`config.mk`:
```
export PLATFORM = sky130hd
export DESIGN_NAME = la_capture_ctrl_flat
export DESIGN_NICKNAME = d
export VERILOG_FILES = /design/src/rtl/la_pkg.sv /design/src/rtl/la_capture_ctrl_if.sv /design/src/rtl/la_trig_cmp.sv /design/src/rtl/la_capture_ctrl.sv /design/src/flat_wrapper.sv
export SDC_FILE = /design/constraint.sdc
export NUM_CORES = 1
export LEC_CHECK = 0
export BUFFER_PORTS_ARGS = -buffer_cell sky130_fd_sc_hd__buf_2
export CORE_ASPECT_RATIO = 0.9
export CORE_MARGIN = 5
export CORE_UTILIZATION = 49
export DETAILED_ROUTE_END_ITERATION = 8
export GPL_ROUTABILITY_DRIVEN = 0
export PLACE_DENSITY = 0.83
export SETUP_SLACK_MARGIN = 0.4
export SYNTH_ARGS = -nofsm -noshare
export SYNTH_HDL_FRONTEND = slang
export SYNTH_HIERARCHICAL = 1
export SYNTH_SLANG_ARGS = --single-unit
```
`constraint.sdc`:
```
create_clock -name wclk -period 3.3 [get_ports wclk]
set_input_delay 0.33 -clock wclk [delete_from_list [all_inputs] [get_ports wclk]]
set_output_delay 0.33 -clock wclk [all_outputs]
set_load 0.1 [all_outputs]
```
`src/rtl/la_pkg.sv`:
```
// Shared definitions for the logic-analyzer capture controller.
// Holds the FSM state encoding and the default parameter values.
package la_pkg;

    localparam int LA_DATA_WIDTH = 32;
    localparam int LA_ADDR_WIDTH = 5;
    localparam int LA_CNT_WIDTH  = 16;

    // Encoding is visible on the state output, so the values are fixed.
    typedef enum logic [2:0] {
        ST_IDLE = 3'd0,
        ST_PRE  = 3'd1,
        ST_WAIT = 3'd2,
        ST_POST = 3'd3,
        ST_DONE = 3'd4
    } la_state_e;

    // States in which probe samples are accepted and written to the FIFO.
    function automatic logic is_capturing(input la_state_e s);
        return (s == ST_PRE) || (s == ST_WAIT) || (s == ST_POST);
    endfunction

endpackage

```
`src/rtl/la_capture_ctrl_if.sv`:
```
// Sample stream plus external FIFO write port of the capture controller.
// The master side is the controller; the slave side is the probe/FIFO environment.
interface la_capture_ctrl_if
    import la_pkg::*;
#(
    parameter int DATA_WIDTH = LA_DATA_WIDTH,
    parameter int ADDR_WIDTH = LA_ADDR_WIDTH
) ();

    logic                  sample_vld;
    logic [DATA_WIDTH-1:0] sample_din;
    logic                  fifo_alfull;
    logic                  fifo_wen;
    logic [DATA_WIDTH-1:0] fifo_din;
    logic [ADDR_WIDTH:0]   fifo_level;

    modport master (
        input  sample_vld,
        input  sample_din,
        input  fifo_alfull,
        output fifo_wen,
        output fifo_din,
        output fifo_level
    );

    modport slave (
        output sample_vld,
        output sample_din,
        output fifo_alfull,
        input  fifo_wen,
        input  fifo_din,
        input  fifo_level
    );

endinterface

```
`src/rtl/la_trig_cmp.sv`:
```
// Masked trigger comparator: hit when every masked bit of the sample equals the value.
// Purely combinational; an all-zero mask always hits.
module la_trig_cmp
    import la_pkg::*;
#(
    parameter int DATA_WIDTH = LA_DATA_WIDTH
) (
    input  logic [DATA_WIDTH-1:0] sample,
    input  logic [DATA_WIDTH-1:0] mask,
    input  logic [DATA_WIDTH-1:0] value,
    output logic                  hit
);

    assign hit = ~|((sample ^ value) & mask);

endmodule

```
`src/rtl/la_capture_ctrl.sv`:
```
// Capture controller: stores pre-trigger samples, waits for a masked trigger,
// then stores post-trigger samples into an external FIFO write port.
module la_capture_ctrl
    import la_pkg::*;
#(
    parameter int DATA_WIDTH = LA_DATA_WIDTH,
    parameter int ADDR_WIDTH = LA_ADDR_WIDTH,
    parameter int CNT_WIDTH  = LA_CNT_WIDTH
) (
    input  logic                  wclk,
    input  logic                  w_rst_n,
    input  logic                  arm,
    input  logic                  abort,
    input  logic [DATA_WIDTH-1:0] trig_mask,
    input  logic [DATA_WIDTH-1:0] trig_val,
    input  logic [ADDR_WIDTH:0]   pre_len,
    input  logic [CNT_WIDTH-1:0]  post_len,
    input  logic [ADDR_WIDTH:0]   alfull_lvl,
    la_capture_ctrl_if.master     bus,
    output logic [2:0]            state,
    output logic                  triggered,
    output logic                  done,
    output logic                  overflow
);

    localparam logic [ADDR_WIDTH:0]  PRE_ONE  = {{ADDR_WIDTH{1'b0}}, 1'b1};
    localparam logic [CNT_WIDTH-1:0] POST_ONE = {{(CNT_WIDTH-1){1'b0}}, 1'b1};

    la_state_e             state_q;
    logic [ADDR_WIDTH:0]   pre_cnt;
    logic [ADDR_WIDTH:0]   pre_cnt_nxt;
    logic [CNT_WIDTH-1:0]  post_cnt;
    logic [CNT_WIDTH-1:0]  post_cnt_nxt;
    logic [CNT_WIDTH-1:0]  post_eff;
    logic                  fifo_wen_q;
    logic [DATA_WIDTH-1:0] fifo_din_q;
    logic                  capturing;
    logic                  accept;
    logic                  drop;
    logic                  trig_hit;

    la_trig_cmp #(
        .DATA_WIDTH (DATA_WIDTH)
    ) u_trig_cmp (
        .sample (bus.sample_din),
        .mask   (trig_mask),
        .value  (trig_val),
        .hit    (trig_hit)
    );

    // A zero post length still captures the trigger sample itself.
    assign post_eff  = (post_len == '0) ? POST_ONE : post_len;
    assign capturing = is_capturing(state_q);
    assign accept    = capturing & bus.sample_vld & ~bus.fifo_alfull;
    assign drop      = capturing & bus.sample_vld &  bus.fifo_alfull;

    // Counters saturate instead of wrapping so equality checks can never be skipped past.
    assign pre_cnt_nxt  = (pre_cnt  == '1) ? pre_cnt  : pre_cnt  + PRE_ONE;
    assign post_cnt_nxt = (post_cnt == '1) ? post_cnt : post_cnt + POST_ONE;

    assign bus.fifo_wen   = fifo_wen_q;
    assign bus.fifo_din   = fifo_din_q;
    assign bus.fifo_level = alfull_lvl;
    assign state          = state_q;

    // Single FSM process; FIFO write port and status flags are registered here.
    always_ff @(posedge wclk or negedge w_rst_n) begin
        if (!w_rst_n) begin
            state_q    <= ST_IDLE;
            pre_cnt    <= '0;
            post_cnt   <= '0;
            fifo_wen_q <= 1'b0;
            fifo_din_q <= '0;
            triggered  <= 1'b0;
            done       <= 1'b0;
            overflow   <= 1'b0;
        end else begin
            fifo_wen_q <= 1'b0;
            if (abort) begin
                state_q <= ST_IDLE;
                done    <= 1'b0;
            end else begin
                if (accept) begin
                    fifo_wen_q <= 1'b1;
                    fifo_din_q <= bus.sample_din;
                end
                if (drop) begin
                    overflow <= 1'b1;
                end
                case (state_q)
                    ST_IDLE, ST_DONE: begin
                        if (arm) begin
                            triggered <= 1'b0;
                            done      <= 1'b0;
                            overflow  <= 1'b0;
                            pre_cnt   <= '0;
                            post_cnt  <= '0;
                            state_q   <= (pre_len != '0) ? ST_PRE : ST_WAIT;
                        end
                    end
                    ST_PRE: begin
                        if (accept) begin
                            pre_cnt <= pre_cnt_nxt;
                            if (pre_cnt_nxt == pre_len) begin
                                state_q <= ST_WAIT;
                            end
                        end
                    end
                    ST_WAIT: begin
                        // The trigger sample is the first post sample.
                        if (accept && trig_hit) begin
                            triggered <= 1'b1;
                            post_cnt  <= POST_ONE;
                            if (post_eff == POST_ONE) begin
                                state_q <= ST_DONE;
                                done    <= 1'b1;
                            end else begin
                                state_q <= ST_POST;
                            end
                        end
                    end
                    ST_POST: begin
                        if (accept) begin
                            post_cnt <= post_cnt_nxt;
                            if (post_cnt_nxt == post_eff) begin
                                state_q <= ST_DONE;
                                done    <= 1'b1;
                            end
                        end
                    end
                    default: begin
                        state_q <= ST_IDLE;
                    end
                endcase
            end
        end
    end

endmodule

```
`src/flat_wrapper.sv`:
```
// flat-port wrapper written by rule: the top's interface ports become plain ports
module la_capture_ctrl_flat import la_pkg::*;
#(
    parameter int DATA_WIDTH = LA_DATA_WIDTH,
    parameter int ADDR_WIDTH = LA_ADDR_WIDTH,
    parameter int CNT_WIDTH  = LA_CNT_WIDTH
)
  (wclk, w_rst_n, arm, abort, trig_mask, trig_val, pre_len, post_len, alfull_lvl, state, triggered, done, overflow, bus_sample_vld, bus_sample_din, bus_fifo_alfull, bus_fifo_wen, bus_fifo_din, bus_fifo_level);
  la_capture_ctrl_if #(.DATA_WIDTH(DATA_WIDTH), .ADDR_WIDTH(ADDR_WIDTH)) bus_i ();
  input  logic wclk;
  input  logic w_rst_n;
  input  logic arm;
  input  logic abort;
  input  logic [DATA_WIDTH-1:0] trig_mask;
  input  logic [DATA_WIDTH-1:0] trig_val;
  input  logic [ADDR_WIDTH:0] pre_len;
  input  logic [CNT_WIDTH-1:0] post_len;
  input  logic [ADDR_WIDTH:0] alfull_lvl;
  output logic [2:0] state;
  output logic triggered;
  output logic done;
  output logic overflow;
  input wire logic [$bits(bus_i.sample_vld)-1:0] bus_sample_vld;
  input wire logic [$bits(bus_i.sample_din)-1:0] bus_sample_din;
  input wire logic [$bits(bus_i.fifo_alfull)-1:0] bus_fifo_alfull;
  output wire logic [$bits(bus_i.fifo_wen)-1:0] bus_fifo_wen;
  output wire logic [$bits(bus_i.fifo_din)-1:0] bus_fifo_din;
  output wire logic [$bits(bus_i.fifo_level)-1:0] bus_fifo_level;
  assign bus_i.sample_vld = bus_sample_vld;
  assign bus_i.sample_din = bus_sample_din;
  assign bus_i.fifo_alfull = bus_fifo_alfull;
  assign bus_fifo_wen = bus_i.fifo_wen;
  assign bus_fifo_din = bus_i.fifo_din;
  assign bus_fifo_level = bus_i.fifo_level;
  la_capture_ctrl #(.DATA_WIDTH(DATA_WIDTH), .ADDR_WIDTH(ADDR_WIDTH), .CNT_WIDTH(CNT_WIDTH)) u_core (.wclk(wclk), .w_rst_n(w_rst_n), .arm(arm), .abort(abort), .trig_mask(trig_mask), .trig_val(trig_val), .pre_len(pre_len), .post_len(post_len), .alfull_lvl(alfull_lvl), .bus(bus_i), .state(state), .triggered(triggered), .done(done), .overflow(overflow));
endmodule
```
== Word-level counts from Yosys, hierarchy flattened ==
Cells that the tools add are included.
Operators by class
  add/subtract/negate cells: 2
  equality and inequality tests: 20
  mux-type cells: 34
  bitwise logic cells: 7
  reductions and logical operators: 19
Operator list (count)
  2-to-1 mux 16 bit: 5
  one-hot mux 16 bit (3 select lines): 1
  AND 32 bit: 1
  OR reduction 32 bit: 1
  XOR 32 bit: 1
  2-to-1 mux 3 bit: 8
  2-to-1 mux 6 bit: 3
  adder 16 x 1 -> 16 bit, second input constant: 1
  equality test 16 x 1 -> 1 bit, second input constant: 1
  equality test 16 bit: 1
  equality test 16 bit, second input constant: 1
  logical NOT 16 bit: 1
  inequality test 3 bit, second input constant: 5
  2-to-1 mux 1 bit: 12
  one-hot mux 3 bit (4 select lines): 1
  one-hot mux 6 bit (2 select lines): 1
  AND reduction 6 bit: 2
  AND reduction 4 bit: 2
  adder 6 x 1 -> 6 bit, second input constant: 1
  equality test 3 x 2 -> 1 bit, second input constant: 2
  equality test 6 bit: 1
  equality test 6 bit, second input constant: 1
  inequality test 3 x 2 -> 1 bit, second input constant: 2
  nonzero test 6 bit: 1
  19 further kinds: 26
Storage, ports and cells
  register bits: 61
  output and inout bits: 45

== Logic depth before layout (Yosys ltp) ==
Gate-level depths: netlist (run 1).
  depth in word-level cells: 9
  depth in mapped cells: 12
  gate-level depth less buffers: 11

== Cells and area by module ==
Netlist (run 1), hierarchy kept.
By module, submodules not included
  la_capture_ctrl: times used 1, cells each 380, area each 3663.5 um2, sequential area each 1526.5 um2
  la_trig_cmp: times used 1, cells each 53, area each 437.9 um2, sequential area each 0.0 um2

== Worst setup path after synthesis (run 1) ==
No wires, ideal clock.
  path type: register -> register
  start point: register u_core.state_q[1], in the netlist u_core/state[1]
  end point: register u_core.post_cnt[8]
  library setup time: 0.077 ns
  arrival time: 2.932 ns
  data required time: 3.223 ns
  path slack: 0.291 ns
  stages on the path, launching flop included: 10
  buffers on the path: 2
  clock period less this slack: 3.009 ns
  cell sequence: dfrtp_1 nor2_1 or3b_1 o31a_1 or2_2 clkbuf_1 nor3_2 buf_2 nand2_1 a21oi_1
Between the ends
  longest elaborated chain between the ends: 8
  elaborated cells on any way between the ends: 17
  classes of those cells: 7 x eq/ne; 1 x mux; 2 x bitwise; 7 x reduce/logical
Ends and longest elaborated chain
  start: declaration: line la_capture_ctrl.sv:29  | la_state_e state_q;
  start signal: assignment: line la_capture_ctrl.sv:98  | state_q <= (pre_len != '0) ? ST_PRE : ST_WAIT;
  equality test 3 x 1 -> 1 bit / equality test 3 x 2 -> 1 bit (equally long branches): line la_pkg.sv:20, la_capture_ctrl.sv:90
  logical OR 1 bit (2 in series): line la_pkg.sv:20  | return (s == ST_PRE) || (s == ST_WAIT) || (s == ST_POST);
  AND 1 bit (2 in series): line la_capture_ctrl.sv:54  | assign accept = capturing & bus.sample_vld & ~bus.fifo_alfull;
  logical AND 1 bit: line la_capture_ctrl.sv:111  | if (accept && trig_hit) begin
  inequality test 2 bit (no source line)
  AND reduction 5 bit (no source line)
  end signal: assignment: line la_capture_ctrl.sv:124  | post_cnt <= post_cnt_nxt;
  end: declaration: line la_capture_ctrl.sv:32  | logic [CNT_WIDTH-1:0] post_cnt;
Several ways; a longest one is shown, not always the timed one.
A chain may end at the register's enable or synchronous reset.

== Worst setup path in the final report (run 1) ==
  start point: register u_core.state_q[0], in the netlist u_core/state[0]
  end point: register u_core.state_q[0], in the netlist u_core/state[0]
Between the ends
  longest elaborated chain between the ends: 8
  elaborated cells on any way between the ends: 20
  classes of those cells: 10 x eq/ne; 2 x mux; 2 x bitwise; 6 x reduce/logical
Ends and longest elaborated chain (line)
  equality test 3 x 1 -> 1 bit / equality test 3 x 2 -> 1 bit (equally long branches): la_pkg.sv:20, la_capture_ctrl.sv:90
  logical OR 1 bit (2 in series): la_pkg.sv:20
  AND 1 bit (2 in series): la_capture_ctrl.sv:54
  logical AND 1 bit: la_capture_ctrl.sv:111
  inequality test 3 bit (no source line)
  AND reduction 6 bit (no source line)
Several ways; a longest one is shown, not always the timed one.

==> metrics.md, run 1 <==
| Metric | Value |
|---|---|
| Hold Path Class | `in -> async` |
| Status | `complete, no violations` |
| Detail-routed via count per cell | `5.99` |
| Die Y | `96.8 µm` |
| GRT Overall Usage | `0.240` |
| Count of input and output buffers | `162` |
| Slowest CP cell | `dfrtp_2` |
| Pwr Density | `877 nW/µm²` |
| Largest cells by area after synthesis | `dfrtp_1 37%, mux2_2 9.1%, xor2_1 7.9%` |
| Final HPWL DP | `10,100 µm` |
| Number of detailed-route iterations in the first pass | `5` |
| Number of CTS-inserted buffers | `9` |
| Reg area | `1530 µm²` |
| Layout cells sized above 1 | `0.414` |
| Initial Utilization | `0.506` |
| RSZ-0062 raised after global routing | `false` |
| Buf/Inv on CP | `0` |
| Vias in the first global route | `3,980` |
| Yosys cell types | `60` |
| Total Neg Setup Slack | `0 ns` |
| Post-DP Area | `4960 µm²` |
| Syn Area/Cell | `9.47 µm²` |
| Total wire length | `12,600 µm` |
| Area leader, netlist | `dfrtp_1` |
| Mapped cell area | `4100 µm²` |
| Die ar. | `10,300 µm²` |
| Clock Latency Late Sink | `0.34 ns` |
| Startpoint type of the worst setup path | `flip-flop` |
| CP required | `3.53 ns` |
| # setup viols final | `0` |
| Antenna Cells | `0` |
| Mapped Nets | `565` |
| Number of max-cap violations | `0` |
| Sequential area share after synthesis | `0.372` |
| Reg2Reg Depth | `8` |
| Family with the most delay on the worst path | `simple AND/OR/NAND/NOR gates` |
| Root buffer cell | `clkbuf_8` |
| WL/cell | `18.2 µm` |
| Hold buffers post-CTS | `0` |
| # IOs | `175` |
| Final Hold Vio Count | `0` |
| First-pass GRT wire length | `20,100 µm` |
| Initial antenna violation count | `0` |
| Fillcell total | `659` |
| FMAX | `371 MHz` |
| Mapped Cells | `433` |
| Leakage | `2.33 nW` |
| Max-slew headroom | `0.564` |
| Overall via count from detail_route | `4,139` |
| Synth warnings | `6` |
| Number of H-tree levels | `3` |
| Post-route ant nets | `0` |
| Crit. End Element | `flip-flop` |
| Die W | `106 µm` |
| Top cell by count, worst path | `nor2_1` |
| CTS Buffer Depth | `2` |
| Yosys top cell area share | `0.372` |
| Layout Nets | `719` |
| Number of flops mapped to enable cells by yosys | `0` |
| P&R area growth vs syn | `27.2%` |
| Largest net degree at the start of global routing | `35` |
| Core Area | `8110 µm²` |
| Design area | `5220 µm²` |
| R2r setup slk | `0.60 ns` |
| CP max stage delay | `0.52 ns` |
| Post-synth ARST share | `1.00` |
| Worst-path maximum fanout | `14` |
| Synth Flop Type | `dfrtp_1` |
| Flops & latches, synth | `61` |
| Skew final | `0.0119 ns` |
| Worst path arrival time | `2.93 ns` |
| Area of the multi-input gates | `2490 µm²` |
| Period Utilization, post-route | `0.817` |
| Worst path depth | `8` |
| Final Slew Violations | `0` |
| CTS tree | `yes` |
| Least-Margin Pin Slew | `0.648 ns` |
| VDD IR max | `0.573 mV` |
| DRC Markers | `0` |
| CTS Sinks | `61` |
| First-iteration detailed-routing DRC count | `394` |
| Clock slew seen by the registers of the worst setup and hold paths | `0.07 ns` |
| Minimum period implied by the final worst setup slack | `2.70 ns` |
| Crit path kind | `reg -> reg` |
| Post-CTS Setup Inserts | `0` |
| Cell Chain, Critical Path | `nor2_1 > or3b_1 > nor2_1 > nand3_1 > nor4_1 > nor3_2 > o31a_1 > a311oi_1` |
| Cell Rows | `31` |
| GR Overflow Total | `0` |
## synthesized netlist by cell type, types with 5 or more instances
cell / number
dfrtp_1: 61
xor2_1: 37
nand2_1: 36
mux2_2: 33
a21oi_1: 29
o21ai_0: 22
nand3_1: 20
nor2_1: 17
xnor2_1: 17
a22oi_1: 16
clkbuf_1: 13
nand4_1: 11
a31oi_1: 10
nor4_1: 10
nor3_1: 9
buf_4: 7
nand2b_1: 7
and4_1: 5
mux2i_1: 5
nor2b_1: 5
o31ai_1: 5
## final timing paths
kind | from | to
worst max-delay path | u_core/state[0]$_DFFE_PN0P_ | u_core/state[0]$_DFFE_PN0P_
worst max register to register | u_core/state[0]$_DFFE_PN0P_ | u_core/state[0]$_DFFE_PN0P_
worst min-delay path | w_rst_n | u_core/pre_cnt[1]$_DFFE_PN0P_
max in group asynchronous | w_rst_n | u_core/bus.fifo_din[0]$_DFFE_PN0P_
worst min register to register | u_core/bus.fifo_din[5]$_DFFE_PN0P_ | u_core/bus.fifo_din[5]$_DFFE_PN0P_
min in group wclk | bus_sample_din[3] | u_core/bus.fifo_din[3]$_DFFE_PN0P_
## metal layers
layer  routed length, µm  part of all wire  track usage
met2                6040              0.48        0.391
met4                 330             0.026       0.0865
met3                1090             0.087       0.0539
met1                5140              0.41        0.313
met5                   0                 0            0
## cells in the final DEF, fill, tap and decap left out, drive strengths merged, types with 2 or more instances in the layout
master    synthesis  routed
a2111oi           2       2
a211oi            3       3
a21o              4       4
a21oi            29      29
a22oi            16      16
a31o              2       2
a31oi            11      11
a41oi             3       3
and3              3       3
and4              6       6
buf              12     168
clkbuf           13       9
clkinv            0       2
clkinvlp          0       3
dfrtp            61      61
ha                2       2
inv               4       5
mux2             33      33
mux2i             5       5
nand2            36      36
nand2b            7       7
nand3            20      20
nand4            13      13
nor2             17      17
nor2b             5       5
nor3             10      10
nor3b             2       2
nor4             11      11
o21ai            22      22
o31a              3       3
o31ai             5       5
or2               2       2
or4               3       3
xnor2            17      17
xor2             37      37
## power breakdown
part	total [mW]	internal [mW]	switching, mW
clock	0.671	0.351	0.320
sequential	1.18	0.992	0.185
combinational	2.73	0.571	2.16
## worst register-to-register path: cells and delay by family (launching register included)
kind             cells  cell delay [ns]
AND/OR/NAND/NOR      6             1.55
AO/OA/AOI/OAI        2             0.52
flip-flops           1             0.52
## metrics by stage
stage / power [mW] / setup slack [ns] / hold slack [ns] / util / std cells
global placement: 3.84 / 0.345 / 0.385 / 0.612 / 675
CTS: 4.58 / 0.462 / 0.0241 / 0.637 / 691
global route: 4.77 / 0.348 / 0.0542 / 0.643 / 691
finish: 4.58 / 0.604 / 0.00906 / 0.643 / 691
floorplan: 3.39 / 0.529 / 0.0344 / - / 433
detailed placement: 3.89 / 0.284 / 0.390 / 0.612 / 675
## registers in the layout (all words and copies together) (netlist names)
signal	count
u_core/post_cnt	16
u_core/done	1
u_core/pre_cnt	6
u_core/bus.fifo_wen	1
u_core/triggered	1
u_core/bus.fifo_din	32
u_core/state	3
u_core/overflow	1
## layout make-up
| class | count | area share |
|---|---|---|
| multi-input cells | 343 | 0.477 |
| flip-flops and latches | 61 | 0.294 |
| repair buffers | 168 | 0.164 |
| clock buffers | 9 | 0.0237 |
| well taps | 99 | 0.0237 |
| clock inverters | 7 | 0.0144 |
| inverters | 4 | 0.00288 |
## what timing repair did
item	in CTS	in global routing
setup endpoints to repair	3	4
gates resized for setup	2	11
cloned	0	0
## logic make-up (layout without fill, tap and decap cells)
logic type | after synthesis | count (layout) | synth area share
AOI/OAI and AO/OA | 109 | 109 | 0.177
buffers and inverters | 29 | 188 | 0.0342
DFF | 61 | 61 | 0.372
adders and majority gates | 2 | 2 | 0.00610
muxes | 38 | 38 | 0.103
and+or+nand+nor | 139 | 139 | 0.187
xor gates and xnor gates | 55 | 55 | 0.121
Power figures use the tool's default switching activity.
==> inputs of run 2 (changes only) <==
--- a/config.mk
+++ b/config.mk
@@ -5,10 +5,11 @@
 export SDC_FILE = /design/constraint.sdc
 export NUM_CORES = 1
 export LEC_CHECK = 0
+export ABC_AREA = 1
 export BUFFER_PORTS_ARGS = -buffer_cell sky130_fd_sc_hd__buf_2
 export CORE_ASPECT_RATIO = 0.9
 export CORE_MARGIN = 5
-export CORE_UTILIZATION = 49
+export CORE_UTILIZATION = 50
 export DETAILED_ROUTE_END_ITERATION = 8
 export GPL_ROUTABILITY_DRIVEN = 0
 export PLACE_DENSITY = 0.83
==> constraint.sdc (replaced) <==
create_clock -name wclk -period 2.6 [get_ports wclk]
set_input_delay 0.26 -clock wclk [delete_from_list [all_inputs] [get_ports wclk]]
set_output_delay 0.26 -clock wclk [all_outputs]
set_load 0.1 [all_outputs]
==> run 2 against run 1 <==
Net effect:
- sequential share of layout area is 3.4 points lower
- cell count increased by 47%
- synthesized cell count rose by 65%
- count of clock-buffer cells in the layout grew 2
- largest cell class unchanged
- largest power group unchanged
==> metrics.md, run 2 <==
| Metric | Value |
|---|---|
| Slowest CP cell | `dfrtp_1` |
| Setup ws final | `0.344 ns (-0.260 ns)` |
| Family with the most delay on the worst path | `simple AND/OR/NAND/NOR gates` |
| Leakage | `3.30 nW (+41%)` |
| GR Overflow Total | `0 (unchanged)` |
| Number of detailed-route iterations in the first pass | `5 (unchanged)` |
| Root buffer cell | `clkbuf_8` |
| Reg2Reg Launch Point | `u_core/post_cnt[1]$_DFFE_PN0P_` |
| Hold Path Class | `in -> reg` |
| Die ar. | `11,000 µm² (+6.7%)` |
| WL/cell | `13.5 µm (-26%)` |
| Worst-path maximum fanout | `6 (-8)` |
| Vias in the first global route | `4,551 (+14%)` |
| # IOs | `175 (unchanged)` |
| Syn Area/Cell | `6.31 µm² (-33%)` |
| Yosys top cell area share | `0.339 (-0.0327)` |
| Final Slew Violations | `0 (unchanged)` |
| Commonest non-fill, non-tap cell in the layout | `nand2_1` |
| Design area | `5910 µm² (+13%)` |
| Number of H-tree levels | `3 (unchanged)` |
| GRT Overall Usage | `0.234 (-0.00612)` |
| Top cell by count, worst path | `nand2_1` |
| Overall via count from detail_route | `5,141 (+24%)` |
| Yosys cell types | `35 (-42%)` |
| Final HPWL DP | `10,200 µm (+0.77%)` |
| Most frequent cells in the layout | `284 x nand2_1, 162 x buf_2, 96 x nor2_1, 74 x inv_1, 54 x dfrtp_1` |
| P&R area growth vs syn | `31.4%` |
| CP max stage delay | `0.40 ns (-0.12 ns)` |
| Final hold slack | `0.149 ns (+0.140 ns)` |
| CTS Sinks | `61 (unchanged)` |
| Crit path kind | `reg -> reg` |
| Most frequent cell after synthesis | `nand2_1` |
| Minimum period implied by the final worst setup slack | `2.26 ns (-0.440 ns)` |
| Flops & latches, synth | `61 (unchanged)` |
| Worst path depth | `17 (+9)` |
| Total wire length | `13,700 µm (+8.8%)` |
| Die W | `110 µm (+3.3%)` |
| Worst setup path startpoint | `u_core/post_cnt[1]$_DFFE_PN0P_` |
| Max reg flops | `32 (unchanged)` |
| RSZ-0062 raised after global routing | `true` |
| Mapped Nets | `845 (+50%)` |
| Layout cells sized above 1 | `0.304 (-0.110)` |
| RR Endpoint | `u_core/state[2]$_DFFE_PN0P_` |
| Cell Chain, Critical Path | `ha_4 > nand2_4 > nor2_4 > nand2_4 > buf_6 > nor2_4 > nand2_2 > nand2_2 > nand2_1 > nand2_1 > nand3_2 > nor2_4 > nand3_2 > nand2_4 > nand3_4 > nand2_1 > nand2_1` |
| Max-slew headroom | `0.608 (+0.0439)` |
| Clock slew seen by the registers of the worst setup and hold paths | `0.07 ns (about the same)` |
| Clock Latency Late Sink | `0.34 ns (about the same)` |
| Area leader, netlist | `dfrtp_1` |
| Count of input and output buffers | `162 (unchanged)` |
| CTS Buffer Depth | `2 (unchanged)` |
| Mapped Cells | `713 (+65%)` |
| Crit. End Element | `flip-flop` |
| Core Area | `8690 µm² (+7.2%)` |
| Skew final | `0.0102 ns (-0.00161 ns)` |
| Layout Nets | `1,024 (+42%)` |
| # setup viols final | `0 (unchanged)` |
| Startpoint type of the worst setup path | `flip-flop` |
| FMAX | `443 MHz (+19%)` |
| Clock power share | `0.152 (+0.005)` |
| Period Utilization, post-route | `0.868 (+0.0509)` |
| First-iteration detailed-routing DRC count | `228 (-42%)` |
| Sw Share | `0.589 (+0.00738)` |
| Number of flops mapped to enable cells by yosys | `0 (unchanged)` |
| DRC Markers | `0 (unchanged)` |
| Largest net degree at the start of global routing | `35 (unchanged)` |
| Post-route ant nets | `0 (unchanged)` |
| First-pass GRT wire length | `20,500 µm (+2.4%)` |
| Worst path arrival time | `2.47 ns (-0.46 ns)` |
| Register share of total power | `0.253 (-0.004)` |
| CP required | `2.81 ns (-0.72 ns)` |
| Post-synth ARST share | `1.00 (unchanged)` |
| Util after Layout | `0.680 (+0.0367)` |
| Final Hold Vio Count | `0 (unchanged)` |
| Synth warnings | `6 (unchanged)` |
| Buf/Inv on CP | `1 (+1)` |
| Number of max-cap violations | `0 (unchanged)` |
| Switching power | `3.33 mW (+25%)` |
| Pwr Density | `955 nW/µm² (+8.9%)` |
| Cell Rows | `32 (+3.2%)` |
| Number of CTS-inserted buffers | `9 (unchanged)` |
| Synth Flop Type | `dfrtp_1` |
| Die Y | `100 µm (+3.3%)` |
| Largest cells by area after synthesis | `dfrtp_1 34%, nand2_1 24%, nor2_1 8.4%` |
| Mapped cell area | `4500 µm² (+9.6%)` |
| Initial Utilization | `0.518 (+0.0116)` |
| Total Neg Setup Slack | `0 ns (unchanged)` |
| VDD IR max | `0.962 mV (+68%)` |
| Combinational power share | `0.595 (about the same)` |
| Initial antenna violation count | `1 (+1)` |
| Reg2Reg Depth | `17 (+9)` |
| R2r setup slk | `0.34 ns (-0.26 ns)` |
| Sequential area share after synthesis | `0.339 (-0.0327)` |
| Power Internal | `2.32 mW (+21%)` |
| Detail-routed via count per cell | `5.06 (-16%)` |
| Post-DP Area | `5390 µm² (+8.6%)` |
| CTS tree | `yes` |
| Crit path to | `u_core/state[2]$_DFFE_PN0P_` |
| Most frequent cells after synthesis | `291 x nand2_1, 101 x nor2_1, 74 x inv_1` |
| Post-place setup slack | `0.302 ns (+0.0183 ns)` |
| Status | `complete, no violations` |
| Least-Margin Pin Slew | `0.589 ns (-0.0599 ns)` |
[run 2: cell count changes after synthesis, moves of 25 or more]
cell     previous run  this run
nand3_1            20        58
nor2_1             17       101
mux2_2             33         0
a21oi_1            29         4
xor2_1             37         4
nand2_1            36       291
inv_1               4        74
[run 2: worst register-to-register path: stages (launching register included)]
cell     delay [ns]
dfrtp_1        0.40
ha_4           0.19
nand2_4        0.05
nor2_4         0.16
nand2_4        0.11
buf_6          0.14
nor2_4         0.13
nand2_2        0.08
nand2_2        0.07
nand2_1        0.05
nand2_1        0.08
nand3_2        0.09
nor2_4         0.14
nand3_2        0.12
nand2_4        0.12
nand3_4        0.08
nand2_1        0.08
nand2_1        0.06
[run 2: power by group through the flow]
stage                     clock (mW)  combinational, mW  sequential [mW]
after global placement             0               3.26             1.43
after detailed placement           0               3.29             1.43
final                          0.858               3.36             1.43
after floorplan                    0              0.734             3.40
after global routing           0.918               3.53             1.47
after CTS                      0.871               3.30             1.42
[run 2: how the worst min path moves through the flow]
stage	end	start	slack, ns	depth (start not counted)
after floorplan	u_core/bus.fifo_din[0]$_DFFE_PN0P_	w_rst_n	-0.04	0
final	u_core/bus.fifo_din[31]$_DFFE_PN0P_	bus_sample_din[31]	0.15	3
after CTS	u_core/overflow$_DFFE_PN0N_	arm	0.13	2
after global placement	u_core/post_cnt[7]$_DFFE_PN0P_	w_rst_n	0.30	2
after global routing	u_core/bus.fifo_din[31]$_DFFE_PN0P_	bus_sample_din[31]	0.15	3
after detailed placement	u_core/post_cnt[7]$_DFFE_PN0P_	w_rst_n	0.30	2
[run 2: through the flow]
step	power (mW)	cells
2_1_floorplan	4.13	713
3_3_place_gp	4.70	982
3_5_place_dp	4.72	982
4_1_cts	5.60	999
5_1_grt	5.93	1016
6_report	5.64	1016
[run 2: repair_timing]
item / CTS / global route
endpoints found under the hold margin: 61 / 0
hold buffers: 1 / 0
buffers inserted: 1 / 14
pin swaps: 0 / 12
setup endpoints to repair: 4 / 4
gates cloned: 0 / 2
gates resized for setup: 2 / 42
[run 2: cells by family after synthesis]
logic type	Yosys count	share of synthesized area
compound gates	43	0.0632
xor+xnor	6	0.0117
fa+ha+maj	2	0.00556
buf+inv	100	0.0971
flops	61	0.339
simple gates	501	0.483
[run 2: layer usage]
| metal | GRT usage | wire length [µm] |
|---|---|---|
| met1 | 0.291 | 5320 |
| met2 | 0.387 | 6780 |
| met3 | 0.0720 | 1280 |
| met4 | 0.0709 | 342 |
| met5 | 0 | 0 |
[run 2: layout make-up]
class	instances	area, µm²
flip-flops and latches	61	1540
clock buffers	11	151
clock inverters	4	47.5
fillers	787	2780
well taps	119	149
inverters	81	317
repair buffers	185	997
multi-input cells	554	2710
diodes	1	2.50
==> inputs of run 3 (changes only) <==
--- a/config.mk
+++ b/config.mk
@@ -5,14 +5,15 @@
 export SDC_FILE = /design/constraint.sdc
 export NUM_CORES = 1
 export LEC_CHECK = 0
-export ABC_AREA = 1
+export ABC_AREA = 0
 export BUFFER_PORTS_ARGS = -buffer_cell sky130_fd_sc_hd__buf_2
 export CORE_ASPECT_RATIO = 0.9
 export CORE_MARGIN = 5
-export CORE_UTILIZATION = 50
+export CORE_UTILIZATION = 49
 export DETAILED_ROUTE_END_ITERATION = 8
 export GPL_ROUTABILITY_DRIVEN = 0
-export PLACE_DENSITY = 0.83
+export PLACE_DENSITY = 0.89
+export REMOVE_ABC_BUFFERS = 1
 export SETUP_SLACK_MARGIN = 0.4
 export SYNTH_ARGS = -nofsm -noshare
 export SYNTH_HDL_FRONTEND = slang
==> run 3 against run 2 <==
Net effect:
- the flow now finishes with violations (setup timing)
- sequential power hardly changed
- sequential share of layout area is 1.0 points higher
- routed wire length is 2.7% lower
- clock power is 4.1% lower
- clock skew is 0.0060 ns higher
- sequential cell count stayed put
- die area is 6.3% lower
- count of clock-buffer cells in the layout is 1 higher
- design area is 4.1% lower
- via count is 15% lower
- critical path type unchanged
- critical endpoint is now u_core/state[0]$_DFFE_PN0P_
- largest power group unchanged
==> metrics.md, run 3 (synthesis results as in run 1) <==
| Metric | Value |
|---|---|
| P&R area growth vs syn | `38.2%` |
| Crit. End Element | `flip-flop` |
| Layout Nets | `772 (-25%)` |
| Placed cell count | `719 (-27%)` |
| GRT Overall Usage | `0.253 (+0.0189)` |
| Skew final | `0.0162 ns (+0.00596 ns)` |
| Failing checks | `setup timing` |
| Final Hold Vio Count | `0 (unchanged)` |
| Most frequent cells in the layout | `162 x buf_2, 58 x buf_4, 58 x dfrtp_1, 37 x xor2_1, 36 x nand2_1` |
| Minimum period implied by the final worst setup slack | `2.60 ns (+0.347 ns)` |
| RR Endpoint | `u_core/state[0]$_DFFE_PN0P_` |
| Status | `complete, but fails checks` |
| CTS Buffer Depth | `2 (unchanged)` |
| Worst-path maximum fanout | `4 (-2)` |
| Fillcell total | `617 (-22%)` |
| Slowest CP cell | `dfrtp_1` |
| Period Utilization, post-route | `1.00 (+0.134)` |
| Setup ws final | `-0.00351 ns (-0.347 ns)` |
| RSZ-0062 raised after global routing | `true` |
| Final HPWL DP | `10,600 µm (+4.0%)` |
| Switching power | `3.38 mW (+1.5%)` |
| Least-Margin Pin Slew | `0.845 ns (+0.256 ns)` |
| Hold Path Class | `in -> async` |
| WL/cell | `17.9 µm (+33%)` |
| Tot Pwr | `5.89 mW (+4.4%)` |
| Worst setup path startpoint | `u_core/post_cnt[1]$_DFFE_PN0P_` |
| Number of detailed-route iterations in the first pass | `7 (+2)` |
| Final Slew Violations | `0 (unchanged)` |
| # IOs | `175 (unchanged)` |
| Layout cells sized above 1 | `0.467 (+0.163)` |
| Crit path kind | `reg -> reg` |
| Commonest non-fill, non-tap cell in the layout | `buf_2` |
| Cell Chain, Critical Path | `ha_4 > and4_1 > buf_4 > nand4_1 > mux2i_1 > xnor2_1 > nor4_1 > nand4_1 > buf_4 > a211oi_2 > a311oi_1` |
| Total wire length | `13,400 µm (-2.7%)` |
| Post-DP Area | `5290 µm² (-1.8%)` |
| First-iteration detailed-routing DRC count | `465 (+100%)` |
| Cell Rows | `31 (-3.1%)` |
| Buf/Inv on CP | `2 (+1)` |
| Area of the multi-input gates | `2550 µm² (-5.9%)` |
| Count of input and output buffers | `162 (unchanged)` |
| DRC Markers | `0 (unchanged)` |
| Initial antenna violation count | `0 (-1)` |
| Initial Utilization | `0.506 (-0.0116)` |
| FMAX | `384 MHz (-13%)` |
| Die W | `106 µm (-3.2%)` |
| Startpoint type of the worst setup path | `flip-flop` |
| Number of H-tree levels | `3 (unchanged)` |
| Largest net degree at the start of global routing | `39 (+11%)` |
| Clock Latency Late Sink | `0.33 ns (about the same)` |
| Detail-routed via count per cell | `5.89 (+16%)` |
| Core Area | `8110 µm² (-6.7%)` |
| Hold buffers post-CTS | `0 (-1)` |
| Number of max-cap violations | `0 (unchanged)` |
| Reg2Reg Depth | `11 (-6)` |
| R2r setup slk | `-0.004 ns (-0.35 ns)` |
| CTS tree | `yes` |
| Total Neg Setup Slack | `-0.00351 ns (-0.00351 ns)` |
| Sw Share | `0.573 (-0.0163)` |
| CP required | `2.78 ns (-0.03 ns)` |
| Register share of total power | `0.242 (-0.011)` |
| Max-slew headroom | `0.437 (-0.171)` |
| Vias in the first global route | `4,383 (-3.7%)` |
| GR Overflow Total | `0 (unchanged)` |
| Overall via count from detail_route | `4,379 (-15%)` |
| # setup viols final | `1 (+1)` |
| Reg area | `1530 µm² (-0.33%)` |
| Power Internal | `2.52 mW (+8.6%)` |
| Clock slew seen by the registers of the worst setup and hold paths | `0.08 ns (about the same)` |
| CP max stage delay | `0.39 ns (about the same)` |
| Design area | `5670 µm² (-4.1%)` |
| CTS Sinks | `61 (unchanged)` |
| Die Y | `96.8 µm (-3.2%)` |
| Worst path arrival time | `2.79 ns (+0.32 ns)` |
| Pwr Density | `1040 nW/µm² (+8.9%)` |
| Leakage | `2.63 nW (-20%)` |
| Max reg flops | `32 (unchanged)` |
| Die ar. | `10,300 µm² (-6.3%)` |
| Post-route ant nets | `0 (unchanged)` |
| Combinational power share | `0.618 (+0.023)` |
| Clock power share | `0.140 (-0.012)` |
| Final hold slack | `0.0218 ns (-0.127 ns)` |
| Number of CTS-inserted buffers | `9 (unchanged)` |
| Root buffer cell | `clkbuf_8` |
| Reg2Reg Launch Point | `u_core/post_cnt[1]$_DFFE_PN0P_` |
| VDD IR max | `1.10 mV (+15%)` |
| Family with the most delay on the worst path | `simple AND/OR/NAND/NOR gates` |
| First-pass GRT wire length | `21,100 µm (+2.8%)` |
| Final Non-Filler Cells | `744 (-27%)` |
| Antenna Cells | `0 (-1)` |
[run 3: through the flow]
| stage | utilization | setup slack, ns |
|---|---|---|
| finish | 0.699 | -0.00351 |
| global route | 0.699 | -0.0781 |
| CTS | 0.694 | 0.126 |
| detailed placement | 0.653 | -0.160 |
| global placement | 0.653 | -0.0573 |
| floorplan | - | -1.94 |
[run 3: timing repair]
item | in CTS | in global routing
gates resized for setup | 22 | 3
buffers inserted | 5 | 4
pin swaps | 10 | 3
endpoints found under the setup margin | 26 | 26
hold endpoints to repair | 0 | 0
[run 3: final cells by class]
cell class | count | share of cell area
Multi-Input combinational cell | 343 | 0.450
Timing Repair Buffer | 221 | 0.222
Clock buffer | 12 | 0.0256
Clock inverter | 4 | 0.00839
Inverter | 4 | 0.00265
Sequential cell | 61 | 0.270
Tap cell | 99 | 0.0218
[run 3: routing by layer]
| layer | GRT usage | part of all wire | vias to the layer above |
|---|---|---|---|
| met5 | 0 | 0 | - |
| met4 | 0.110 | 0.034 | 0 |
| met3 | 0.0466 | 0.074 | 38 |
| met2 | 0.434 | 0.50 | 235 |
| met1 | 0.308 | 0.39 | 2081 |
| li1 | - | - | 2025 |
[run 3: worst max path at each step]
stage / cells past startpoint / end
floorplan: 4 / u_core/bus.fifo_din[0]$_DFFE_PN0P_
global placement: 13 / u_core/post_cnt[5]$_DFFE_PN0P_
detailed placement: 12 / u_core/post_cnt[10]$_DFFE_PN0P_
CTS: 9 / u_core/state[0]$_DFFE_PN0P_
global route: 10 / u_core/state[0]$_DFFE_PN0P_
finish: 11 / u_core/state[0]$_DFFE_PN0P_
[run 3: power by group through the flow]
stage	registers [mW]	clock network (mW)	logic, mW
after floorplan	3.51	0	0.724
after global placement	1.41	0	3.53
after detailed placement	1.44	0	3.58
after CTS	1.43	0.842	3.63
after global routing	1.47	0.886	3.76
final	1.43	0.823	3.64
